[config.mk]
export PLATFORM = sky130hd
export DESIGN_NAME = tx_frame_builder
export DESIGN_NICKNAME = d
export VERILOG_FILES = /design/src/rtl/tx_frame_builder.sv
export SDC_FILE = /design/constraint.sdc
export NUM_CORES = 1
export LEC_CHECK = 0
export CAP_MARGIN = 20
export CORE_ASPECT_RATIO = 0.6
export CORE_MARGIN = 2
export CORE_UTILIZATION = 40
export CTS_CLUSTER_DIAMETER = 120
export DETAILED_ROUTE_END_ITERATION = 10
export PLACE_DENSITY = 0.54
export SETUP_SLACK_MARGIN = 0.05
export SYNTH_ARGS = -nofsm -noshare
export SYNTH_HDL_FRONTEND = slang
export SYNTH_SLANG_ARGS = --single-unit
[constraint.sdc]
create_clock -name clk_tx -period 3.8 [get_ports clk_tx]
set_clock_uncertainty 0.05 [all_clocks]
set_input_delay 1.14 -clock clk_tx [delete_from_list [all_inputs] [get_ports clk_tx]]
set_output_delay 1.14 -clock clk_tx [all_outputs]
set_load 0.01 [all_outputs]
[src/rtl/tx_frame_builder.sv]
// tx_frame_builder: buffers one payload frame, then streams header, payload
// and checksum words into the transmitter FIFO write port.
//
// state     | meaning
// ----------+--------------------------------------------------------------
// COLLECT   | accepting payload words into the buffer (s_ready=1)
// SEND_HDR  | header {SOF_MARK, len} presented, waiting for its write
// SEND_PAY  | buf[idx] presented, idx advances on each write
// SEND_CSUM | checksum presented; its write completes the frame
module tx_frame_builder #(
   parameter int unsigned MAX_LEN  = 64,
   parameter logic [7:0]  SOF_MARK = 8'hA5
) (
   input  logic        clk_tx,
   input  logic        rst_tx,
   input  logic [15:0] s_data,
   input  logic        s_valid,
   input  logic        s_last,
   output logic        s_ready,
   output logic [15:0] tx_data,
   output logic        tx_wr_en,
   input  logic        tx_fifo_full,
   output logic        truncated,
   output logic [15:0] frame_count,
   output logic        busy
);

   localparam int unsigned AW      = (MAX_LEN > 1) ? $clog2(MAX_LEN) : 1;
   localparam logic [7:0]  LEN_MAX = 8'(MAX_LEN);

   localparam logic [1:0] ST_COLLECT   = 2'd0;
   localparam logic [1:0] ST_SEND_HDR  = 2'd1;
   localparam logic [1:0] ST_SEND_PAY  = 2'd2;
   localparam logic [1:0] ST_SEND_CSUM = 2'd3;

   logic [1:0]  state_q, state_d;
   logic [7:0]  len_q, len_d;
   logic [15:0] acc_q, acc_d;
   logic [7:0]  idx_q, idx_d;
   logic [15:0] data_q, data_d;
   logic        pend_q, pend_d;
   logic        trunc_q, trunc_d;
   logic [15:0] fcnt_q, fcnt_d;

   logic [15:0] buf_q [MAX_LEN];

   logic          accept;
   logic          wr_fire;
   logic [7:0]    len_inc;
   logic [15:0]   hdr_word;
   logic [15:0]   csum;
   logic [AW-1:0] wr_addr;
   logic [AW-1:0] rd_addr;
   logic [15:0]   rd_word;

   // s_ready is gated by reset so no word can be taken while reset is held
   assign s_ready     = (state_q == ST_COLLECT) && !rst_tx;
   assign accept      = s_valid && s_ready;
   assign tx_wr_en    = pend_q && !tx_fifo_full;
   assign wr_fire     = tx_wr_en;
   assign tx_data     = data_q;
   assign truncated   = trunc_q;
   assign frame_count = fcnt_q;
   assign busy        = (state_q != ST_COLLECT);

   assign len_inc  = len_q + 8'd1;
   assign hdr_word = {SOF_MARK, len_q};
   // checksum makes the 16-bit sum of header, payload and checksum zero
   assign csum     = 16'd0 - (acc_q + hdr_word);
   assign wr_addr  = len_q[AW-1:0];
   // header write preloads word 0; payload writes preload the following word
   assign rd_addr  = (state_q == ST_SEND_HDR) ? '0 : (idx_q[AW-1:0] + AW'(1));
   assign rd_word  = buf_q[rd_addr];

   // payload storage, written once per accepted word
   always_ff @(posedge clk_tx) begin
      if (accept) begin
         buf_q[wr_addr] <= s_data;
      end
   end

   // frame FSM and output word sequencing
   always_comb begin
      state_d = state_q;
      len_d   = len_q;
      acc_d   = acc_q;
      idx_d   = idx_q;
      data_d  = data_q;
      pend_d  = pend_q;
      trunc_d = 1'b0;
      fcnt_d  = fcnt_q;
      case (state_q)
         ST_COLLECT: begin
            if (accept) begin
               len_d = len_inc;
               acc_d = acc_q + s_data;
               if (s_last || (len_inc == LEN_MAX)) begin
                  state_d = ST_SEND_HDR;
                  data_d  = {SOF_MARK, len_inc};
                  pend_d  = 1'b1;
                  trunc_d = !s_last;
               end
            end
         end
         ST_SEND_HDR: begin
            if (wr_fire) begin
               state_d = ST_SEND_PAY;
               idx_d   = 8'd0;
               data_d  = rd_word;
            end
         end
         ST_SEND_PAY: begin
            if (wr_fire) begin
               if (idx_q == (len_q - 8'd1)) begin
                  state_d = ST_SEND_CSUM;
                  data_d  = csum;
               end else begin
                  idx_d  = idx_q + 8'd1;
                  data_d = rd_word;
               end
            end
         end
         ST_SEND_CSUM: begin
            if (wr_fire) begin
               state_d = ST_COLLECT;
               pend_d  = 1'b0;
               fcnt_d  = fcnt_q + 16'd1;
               len_d   = 8'd0;
               acc_d   = 16'd0;
            end
         end
         default: begin
            state_d = ST_COLLECT;
            pend_d  = 1'b0;
         end
      endcase
   end

   // state registers; reset discards any partial frame and drops the write strobe
   always_ff @(posedge clk_tx or posedge rst_tx) begin
      if (rst_tx) begin
         state_q <= ST_COLLECT;
         len_q   <= 8'd0;
         acc_q   <= 16'd0;
         idx_q   <= 8'd0;
         data_q  <= 16'd0;
         pend_q  <= 1'b0;
         trunc_q <= 1'b0;
         fcnt_q  <= 16'd0;
      end else begin
         state_q <= state_d;
         len_q   <= len_d;
         acc_q   <= acc_d;
         idx_q   <= idx_d;
         data_q  <= data_d;
         pend_q  <= pend_d;
         trunc_q <= trunc_d;
         fcnt_q  <= fcnt_d;
      end
   end

endmodule

==> results.toml <==
[status]
status = "finished, final reports clean"

[logic_synthesis]
synth.distinct_cells = 91
synth_edf_count = 1024
ys_seq_area_share_pct = 71.7
synthTopCellsByArea = "edfxtp_1 (68%), mux4_2 (4.8%), nand2_1 (3.8%)"
ys.flop_type = "edfxtp_1"
synth_area_per_cell_um2 = 15.0
synth_top_area_cell = "edfxtp_1"
yosys_warnings = 0
synth_nets = 3080
synth_async_sr_flop_share_pct = 6.23
postSynthCellCount = 3013
ys_ff_latch = 1092
syn_area_um2 = 45300
synth_top_area_share_pct = 67.9

[critical_path]
worstSetupEndpointType = "flop"
crit_type = "reg2reg"
startpoint = "state_q[1]"
slowest_stage = "a31oi_1"
startpoint_type = "flop"
r2r_start = "state_q[1]"
worstPathCellList = "inv_1, ha_2, buf_4, nor2b_4, buf_12, nand2_1, a31oi_1, o22ai_1, or3_1, o21ai_0, a21oi_1"
rr_worst_depth = 11
cp_max_fo = 35
cpPeakStageDelay_ps = 490
critical_path_required_ps = 4360
critPathArrivalTime_ps = 4310

[min_path]
hold_class = "reg2reg"
worstHoldPathCells = 1
hold_start = "frame_count[15]"

[global_routing]
grt_max_degree = 65
antenna_found_initial = 15
grt_use_total_pct = 25.3
grt-ovfl-total = 0
grt_pass1_wl_mm = 208
first_global_vias = 27646

[detailed_routing]
num_vias = 29189
wl_mm = 148
dr.pass1.iters = 6
wire_per_inst_um = 30.3
ant_nets = 0
avgViaCountPerCell = 5.99
dr.first_iter.drc_count = 4310
route.detailed.drc = 0

[sta]
hold_viol = 0
whs_ps = 428
tns_ps = 0
setup_viol = 0
rsz0062_at_grt = "no"
period_minus_slack_ps = 3750
drv_slew = 0
maxSlewHeadroom_pct = 25.6
final.period_utilization_pct = 98.7
worst_slew_pin_slew_ps = 1090
fmax_mhz = 267

[die]
fp.dieW_um = 438
die_h_um = 265
io_pins = 57
rows = 95
start_util_pct = 40.4
core_area_um2 = 112000
dieArea_um2 = 116000

[flow_run]
maxCapViolations = 0

[pwr]
power_leakage_nw = 18.0
ir_worst_vdd_mv = 0.663
pwr_density_cell_nw_per_um2 = 839
power_mw = 44.3

[cts]
h-tree-depth = 3
clock_latency_ps = 730
cts.hold.buffers_added = 0
tritoncts = "yes"
root_buffer = "clkbuf_16"
path_clk_slew_ps = 70
cts_made_buffers = 99
cts.sinks = 1092
clockBufferDepth = 3

[finish]
final_area_um2 = 52800
drive_above_1_share_pct = 17.9
utilization_pct = 47.1
fill_cells = 9636
multi_input_area_um2 = 11900
area_growth_syn_to_layout_pct = 16.7
seqCellArea_um2 = 32500
nets = 3345

[placed_design]
portBuffers = 56
dpl.hpwl_mm = 96.8
place.gp.congestion = 1.03
place_area_um2 = 49500
[Yosys cell counts, drive strengths merged, types with 11 or more instances]
library cell  instances
clkbuf               53
nor3                 39
a211oi               33
xor2                 18
inv                  43
o21ai                83
a22oi                20
and2                 11
mux4                 96
a21oi               106
buf                 127
o22ai                22
xnor2                39
o211ai               11
a31oi                33
a221oi               58
o31ai                12
a21o                 15
ha                   44
edfxtp             1024
nor4                 14
nand2               461
a311oi               46
or3                  15
nand3               133
nor2                139
mux2i                73
nor2b                13
and3                 39
dfrtp                68
[power breakdown]
part | internal, mW | switching (mW)
logic | 7.04 | 13.2
clock network | 5.77 | 4.65
registers | 13.4 | 0.287
[through the flow]
step           std cells  worst slack (ps)
6_report            4869              49.3
5_1_grt             4864              55.7
4_1_cts             4864              58.0
3_5_place_dp        4680              49.0
3_3_place_gp        4680               109
2_1_floorplan       3013               293
[metal layers]
metal  part of all wire (%)  global-route usage [%]
met5                  0.014                       0
met4                    2.2                    5.35
met3                     13                    9.49
met2                     40                    33.8
met1                     44                    38.6
[final cells by class]
type                       count  share of cell area (%)
antenna                        5                  0.0237
tap                         1503                    3.56
clock inverter                60                    1.39
multi-input combinational   1697                    22.5
clock buffer                 124                    4.96
inverter                      44                   0.322
timing repair buffer         344                    5.83
sequential                  1092                    61.4
[flip-flops by register name (all words and copies together) (netlist names)]
name and flops:
buf_q 1024, acc_q 16, frame_count 16, tx_data 16, idx_q 8, len_q 8, state_q 2, pend_q 1
truncated 1
[logic make-up (layout without fill, tap and decap cells)]
logic type	count (synthesis)	count (layout)	share of synthesized area, %
flip-flops	1092	1092	71.7
AND/OR/NAND/NOR	900	900	8.80
AO/OA/AOI/OAI	521	521	8.11
buffers and inverters	224	572	2.42
multiplexers	173	173	6.49
XOR/XNOR	57	57	1.18
adder cells (fa/ha/maj)	46	46	1.30
other	0	5	0
[critical path, delay by kind of cell, from the launching register on]
family          cells  cell delay, ps
simple gates        3             990
fa+ha+maj           1             300
buf+inv             3             640
flops               1             400
compound gates      4            1160
[cell usage in the layout (no fill, tap or decap), types with 45 or more instances in the layout]
master and n:
a311oi_1 45, a221oi_1 57, clkbuf_16 99, mux4_2 96, buf_4 253, mux2i_1 73
edfxtp_1 1024, dfrtp_1 67, a21oi_1 103, nand2_1 459, nand3_1 132, o21ai_0 74
nor2_1 130
[path summary, 6_finish.rpt]
check | slack (ps) | endpoint
hold reg to reg | 430 | frame_count[15]
min in group asynchronous | 650 | frame_count[3]
setup reg to reg | 50 | tx_data[13]
max in group asynchronous | 2370 | idx_q[0]
setup / recovery | 50 | tx_data[13]
hold / removal | 430 | frame_count[15]
[timing repair]
action	in CTS	in global routing
setup buffers	0	0
setup endpoints to repair	0	4
resized for setup	0	4
No activity file was read; power rests on OpenSTA's default activity.
